$ cat config.mk
export PLATFORM = sky130hd
export DESIGN_NAME = imem_loader
export DESIGN_NICKNAME = d
export VERILOG_FILES = /design/src/rtl/imem_loader.sv
export SDC_FILE = /design/constraint.sdc
export NUM_CORES = 1
export LEC_CHECK = 0
export CAP_MARGIN = 25
export CORE_MARGIN = 5
export CORE_UTILIZATION = 44
export CTS_BUF_LIST = sky130_fd_sc_hd__clkbuf_4 sky130_fd_sc_hd__clkbuf_8 sky130_fd_sc_hd__clkbuf_16
export DETAILED_ROUTE_END_ITERATION = 6
export PLACE_DENSITY = 0.83
export SETUP_SLACK_MARGIN = 0.1
export SLEW_MARGIN = 25
export SYNTH_ARGS = -nofsm -noshare
export SYNTH_HDL_FRONTEND = slang
export SYNTH_SLANG_ARGS = --single-unit
$ cat constraint.sdc
create_clock -name clk -period 2.48 [get_ports clk]
set_clock_uncertainty 0.1 [all_clocks]
set_input_delay 0.496 -clock clk [delete_from_list [all_inputs] [get_ports clk]]
set_output_delay 0.496 -clock clk [all_outputs]
set_load 0.03 [all_outputs]
$ cat src/rtl/imem_loader.sv
// Byte-stream instruction-memory loader: assembles little-endian 32-bit words and writes them to IMEM.
// Optional trailing checksum byte and error flag are compiled in with LOADER_CHECKSUM_EN.
//
// state | meaning
// IDLE  | waiting for start after reset, CPU held
// RECV  | collecting the four bytes of the current word
// WRITE | one-cycle IMEM write of the assembled word
// CHECK | waiting for the trailing checksum byte (LOADER_CHECKSUM_EN only)
// DONE  | load finished, CPU released until the next start
module imem_loader (
  input  logic        clk,
  input  logic        reset,
  input  logic        start,
  input  logic [9:0]  word_count,
  input  logic        byte_valid,
  input  logic [7:0]  byte_data,
  output logic        byte_ready,
  output logic        imem_we,
  output logic [63:0] imem_addr,
  output logic [31:0] imem_wdata,
  output logic        cpu_hold,
  output logic        busy,
  output logic        done
`ifdef LOADER_CHECKSUM_EN
  ,
  output logic        error
`endif
);

  localparam logic [2:0] IDLE  = 3'd0;
  localparam logic [2:0] RECV  = 3'd1;
  localparam logic [2:0] WRITE = 3'd2;
`ifdef LOADER_CHECKSUM_EN
  localparam logic [2:0] CHECK = 3'd3;
`endif
  localparam logic [2:0] DONE  = 3'd4;

  logic [2:0]  state_q, state_d;
  logic [9:0]  cnt_q, cnt_d;
  logic [9:0]  idx_q, idx_d;
  logic [1:0]  bidx_q, bidx_d;
  // only the first three bytes need storage; the fourth goes straight to imem_wdata
  logic [23:0] word_q, word_d;
  logic [63:0] addr_q, addr_d;
  logic [31:0] wdata_q, wdata_d;
  logic        xfer;
`ifdef LOADER_CHECKSUM_EN
  logic [7:0]  sum_q, sum_d;
  logic        err_q, err_d;
`endif

  assign xfer = byte_valid & byte_ready;

  always_comb begin
    state_d = state_q;
    cnt_d   = cnt_q;
    idx_d   = idx_q;
    bidx_d  = bidx_q;
    word_d  = word_q;
    addr_d  = addr_q;
    wdata_d = wdata_q;
`ifdef LOADER_CHECKSUM_EN
    sum_d   = sum_q;
    err_d   = err_q;
`endif
    case (state_q)
      IDLE, DONE: begin
        if (start) begin
          cnt_d  = word_count;
          idx_d  = 10'd0;
          bidx_d = 2'd0;
          word_d = 24'd0;
`ifdef LOADER_CHECKSUM_EN
          sum_d  = 8'd0;
          err_d  = 1'b0;
          state_d = (word_count == 10'd0) ? CHECK : RECV;
`else
          state_d = (word_count == 10'd0) ? DONE : RECV;
`endif
        end
      end
      RECV: begin
        if (xfer) begin
          bidx_d = bidx_q + 2'd1;
`ifdef LOADER_CHECKSUM_EN
          sum_d  = sum_q + byte_data;
`endif
          case (bidx_q)
            2'd0: word_d[7:0]   = byte_data;
            2'd1: word_d[15:8]  = byte_data;
            2'd2: word_d[23:16] = byte_data;
            default: begin
              addr_d  = {52'd0, idx_q, 2'b00};
              wdata_d = {byte_data, word_q};
              state_d = WRITE;
            end
          endcase
        end
      end
      WRITE: begin
        if (idx_q == cnt_q - 10'd1) begin
`ifdef LOADER_CHECKSUM_EN
          state_d = CHECK;
`else
          state_d = DONE;
`endif
        end else begin
          idx_d   = idx_q + 10'd1;
          state_d = RECV;
        end
      end
`ifdef LOADER_CHECKSUM_EN
      CHECK: begin
        if (xfer) begin
          err_d   = (sum_q + byte_data) != 8'd0;
          state_d = DONE;
        end
      end
`endif
      default: state_d = IDLE;
    endcase
  end

  always_ff @(posedge clk or negedge reset) begin
    if (!reset) begin
      state_q <= IDLE;
      cnt_q   <= 10'd0;
      idx_q   <= 10'd0;
      bidx_q  <= 2'd0;
      word_q  <= 24'd0;
      addr_q  <= 64'd0;
      wdata_q <= 32'd0;
`ifdef LOADER_CHECKSUM_EN
      sum_q   <= 8'd0;
      err_q   <= 1'b0;
`endif
    end else begin
      state_q <= state_d;
      cnt_q   <= cnt_d;
      idx_q   <= idx_d;
      bidx_q  <= bidx_d;
      word_q  <= word_d;
      addr_q  <= addr_d;
      wdata_q <= wdata_d;
`ifdef LOADER_CHECKSUM_EN
      sum_q   <= sum_d;
      err_q   <= err_d;
`endif
    end
  end

`ifdef LOADER_CHECKSUM_EN
  assign byte_ready = (state_q == RECV) || (state_q == CHECK);
  assign busy       = (state_q == RECV) || (state_q == WRITE) || (state_q == CHECK);
  assign error      = err_q;
`else
  assign byte_ready = (state_q == RECV);
  assign busy       = (state_q == RECV) || (state_q == WRITE);
`endif
  assign imem_we    = (state_q == WRITE);
  assign imem_addr  = addr_q;
  assign imem_wdata = wdata_q;
  assign done       = (state_q == DONE);
  assign cpu_hold   = (state_q != DONE);

endmodule

==> Yosys cells after proc, flatten, opt, wreduce, memory -nomap -nowiden <==
Index checks and enable logic that the tools add are counted.
{ "totals": {"elab_cells": 62, "inputBits": 22, "register_bits": 91} }
{ "op_classes": {"n_bitwise": 2, "addsub": 3, "eq_ne": 14, "n_reduce_logical": 16, "n_mux": 18} }
{ "ops": {"columns": ["op", "n"], "rows": [
  ["two-way mux 24 bit", 2],
  ["one-hot mux 24 bit (2 select lines)", 1],
  ["two-way mux 8 bit", 3],
  ["two-way mux 10 bit", 2],
  ["one-hot mux 10 bit (2 select lines)", 1],
  ["two-way mux 3 bit", 5],
  ["AND reduction 3 bit", 4],
  ["AND reduction 4 bit", 3],
  ["adder 10 x 1 -> 10 bit (second input constant)", 1],
  ["equality test 10 bit", 1],
  ["logical NOT 10 bit", 1],
  ["subtractor 10 x 1 -> 10 bit (second input constant)", 1],
  ["one-hot mux 3 bit (3 select lines)", 1],
  ["inequality test 2 x 1 -> 1 bit (second input constant)", 4],
  ["inequality test 2 bit (second input constant)", 3],
  ["two-way mux 2 bit", 2],
  ["one-hot mux 2 bit (2 select lines)", 1],
  ["nonzero test 2 bit", 2],
  ["equality test 3 x 1 -> 1 bit (second input constant)", 1],
  ["equality test 3 x 2 -> 1 bit (second input constant)", 1],
  ["equality test 3 bit (second input constant)", 1],
  ["logical NOT 3 bit", 1],
  ["inequality test 3 bit (second input constant)", 1],
  ["OR reduction 3 bit", 1],
  ["9 further kinds", 9]
]} }

==> Longest topological paths before layout <==
{ "depth": {"word_depth": 5, "depth_mapped": 9} }

==> Least setup slack after synthesis <==
Ideal clock, no wire load.
{ "synth_timing": {"path_kind": "register -> register", "from": "register cnt_q[2]", "to": "register state_q[0]", "stages_incl_launch_ff": 9, "t_arrival_ps": 2126, "setup_ps": 124, "required_ps": 2256, "slack_ps": 130, "path_cell_list": "dfrtp_1 > nor4_4 > nand3_1 > xnor2_1 > a211o_1 > nor4b_2 > buf_6 > nor2_2 > a211o_1"} }
{ "synth_between": {"elab_chain_cells": 4} }
{ "synth_rtl": {"columns": ["element", "line", "rtl"], "rows": [
  ["from (decl)", "39", "logic [9:0] cnt_q, cnt_d;"],
  ["from (signal assigned)", "139", "cnt_q <= cnt_d;"],
  ["subtractor 10 x 1 -> 10 bit", "101", "if (idx_q == cnt_q - 10'd1) begin"],
  ["equality test 10 bit", "101", null],
  ["two-way mux 3 bit", "101", null],
  ["one-hot mux 3 bit (3 select lines)", "66", "case (state_q)"],
  ["to (signal assigned)", "138", "state_q <= state_d;"],
  ["to (decl)", "38", "logic [2:0] state_q, state_d;"]
]} }
No other way between the ends.
A chain may end at the register's enable or synchronous reset.

==> Worst setup path in the final report <==
{ "layout_timing": {"from": "register cnt_q[5]", "to": "register idx_q[7]"} }
{ "layout_between": {"elab_chain_cells": 4} }
{ "layout_rtl": {"columns": ["element", "line", "rtl"], "rows": [
  ["subtractor 10 x 1 -> 10 bit", "101", null],
  ["equality test 10 bit", "101", null],
  ["inequality test 2 bit (no source line)", null, null],
  ["AND reduction 3 bit (no source line)", null, null],
  ["to (signal assigned)", "140", "idx_q <= idx_d;"],
  ["to (decl)", "40", "logic [9:0] idx_q, idx_d;"]
]} }
No other way between the ends.

==> flow_summary.ini <==
[route]
vias = 2903
drc = 0
wl_per_cell_um = 16.0
ant_nets = 0
drtIter0Drc = 97
drt-total-wl_um = 9500
viasPerCell = 4.89
first_pass_iters = 4

[synthesis]
ys_types = 45
synth_area_um2 = 4470
syn_avg_cell_area_um2 = 12.1
muxShareOfSynthArea = 0.200
synthAdderAreaFrac = 0.0168
synth_ff_type = dfrtp_1
ys_seq_area_frac = 0.509
yosysWarnings = 0
synthArstFlopShare = 1.00
synth_xor_xnor_area_share = 0.0294
synth_top_family_by_area = multiplexers
synth_edf_count = 0
synth_compound_gate_area_share = 0.0400
ys_ff_latch = 91
synth_simple_gate_area_frac = 0.0915
synth_cells = 369

[grt]
grt_max_degree = 52
grt-ovfl-total = 0
antenna_found_initial = 0
grt_pass1_vias = 3098
grt_usage = 0.156
grt_pass1_wl_um = 15600

[floorplan]
io_pins = 123
rows = 36
die_w_um = 111
dieHeight_um = 111
start_util = 0.453
fp.coreArea_um2 = 9860
dieArea_um2 = 12300

[timing]
setup_viol = 0
setup-tns-final_ps = 0
slew_headroom = 0.652
post-route-period-util = 0.977
worstMarginPinSlew_ps = 521
period_needed_ps = 2420
max_freq_mhz = 413
drv_slew = 0
setup_ws_ps = 57.5
rsz0062_at_grt = true
holdWs_ps = -5.77
finalHoldViolations = 5

[worst_setup_path]
critPathBufInv = 1
rr_endpoint = idx_q[7]
worstPathCellList = nor4_4, and2b_2, o21ai_2, a221oi_2, nor4b_2, buf_4, or4_4, a21oi_2
ff2ff_setup_slack_ps = 60
path_delay_family = simple AND/OR/NAND/NOR gates
slowest_delay_ps = 510
path_class = flop to flop
arrival_ps = 2620
cp-startpoint = cnt_q[5]
critPathCapture = idx_q[7]
reg2reg_from = cnt_q[5]
cp_max_fo = 9
path_depth = 8
required_ps = 2680
start_kind = flop
r2r_cells = 8
cp_slowest_cell = or4_4
endpoint_kind = flop

[cells_and_area]
design_area_um2 = 5520
final_common_cell = dfrtp_1
final_cell_mix = 89 x dfrtp_1, 74 x mux2_2, 63 x clkdlybuf4s50_1
final_layout_size_suffix_gt1_frac = 0.282
antenna_cells = 0
nets = 484
area_delta_synth_final_pct = 23.6

[clock_network]
hold_buffers = 0
numCtsBuffers = 9
clk_latency_ps = 370
root_buffer = clkbuf_8
clkSlewWorstSetupHoldPaths_ps = 100
cts_tree = built
cts_max_level = 3
cts.path.max_buffers = 2
cts.sink_count = 91

[pwr]
power.density_nw_per_um2 = 1180
leakage_nw = 2.49
finalPower_mw = 6.55
ir_worst_vdd_v = 0.000788

[worst_hold_path]
hold_class = input pin to async pin

[placed_design]
gp_congestion = 0.930
place_ws_ps = -25.4
place_hpwl_um = 6900
post_dp_cell_area_um2 = 5240
port_buffers = 68

[status]
status = finished with violations
failed_checks = hold timing

[flow_run]
drv_cap = 0
## power by group
part,internal [mW],leakage [nW],total (mW),switching [mW]
logic,1.49,1.22,3.10,1.61
registers,2.05,1.17,2.43,0.378
clock network,0.402,0.103,1.01,0.608
## area by class of cell
type	instances	area, um^2
Clock inverter	7	81.3
Timing Repair Buffer	89	897
Inverter	11	41.3
Multi-Input combinational cell	254	1930
Fill cell	817	4340
Tap cell	133	166
Clock buffer	9	124
Sequential cell	91	2280
## flip-flops by register name, summed over array words and instances (netlist names)
signal	count
imem_addr	10
imem_wdata	32
bidx_q	2
state_q	3
cnt_q	10
word_q	24
idx_q	10
## synthesized netlist by cell type, types with 2 or more instances
cell       n  share of area
or3_1      2         0.0028
nand3_1    7         0.0078
mux2_2    74           0.19
nor3_1     4         0.0045
nand2_1   19          0.016
o21a_1     3         0.0050
o21ai_0    6         0.0067
xor2_1     4         0.0078
buf_4     54          0.091
inv_1     10         0.0084
o31ai_1    2         0.0034
clkbuf_1   9         0.0076
nand3b_1   4         0.0067
and2_1     8          0.011
o21ai_1    2         0.0022
dfrtp_1   91           0.51
buf_2      2         0.0022
nor2_1    10         0.0084
or4_1      3         0.0050
ha_1       6          0.017
a31oi_1    2         0.0028
a21oi_1    5         0.0056
mux2i_1    6          0.013
nand2b_1   3         0.0042
a211o_1    2         0.0039
nor2_2     2         0.0028
xnor2_1   11          0.022
## worst min path at each step
stage | endpoint | slack [ps] | cells past startpoint
finish | imem_addr[4] | -6 | 1
global route | imem_addr[3] | 20 | 1
CTS | imem_wdata[2] | 3 | 1
detailed placement | imem_wdata[5] | 390 | 1
global placement | word_q[8] | 380 | 1
floorplan | bidx_q[0] | 100 | 0
## per-layer routing
layer / vias up / share of wire / routed length (um) / track usage
met3: 19 / 0.096 / 912 / 0.0737
met5: - / 0 / 0 / 0
li1: 1335 / - / - / -
met4: 0 / 0.013 / 122 / 0.0369
met2: 124 / 0.51 / 4810 / 0.267
met1: 1425 / 0.38 / 3660 / 0.177
## repair_timing
action / CTS / global route
setup endpoints to repair: 9 / 12
setup buffers: 5 / 1
gates resized for setup: 7 / 8
pin swaps: 1 / 1
## cells by family after synthesis
kind of cell / after synthesis
flip-flops: 91
multiplexers: 80
buffers and inverters: 77
AND/OR/NAND/NOR: 72
AO/OA/AOI/OAI: 27
XOR/XNOR: 15
adder cells (fa/ha/maj): 6
other: 1
## through the flow
stage                util  instances
CTS                 0.555        593
floorplan               -        422
finish              0.560        594
global placement    0.531        572
global route        0.560        594
detailed placement  0.531        572
Power figures use the tool's default switching activity.
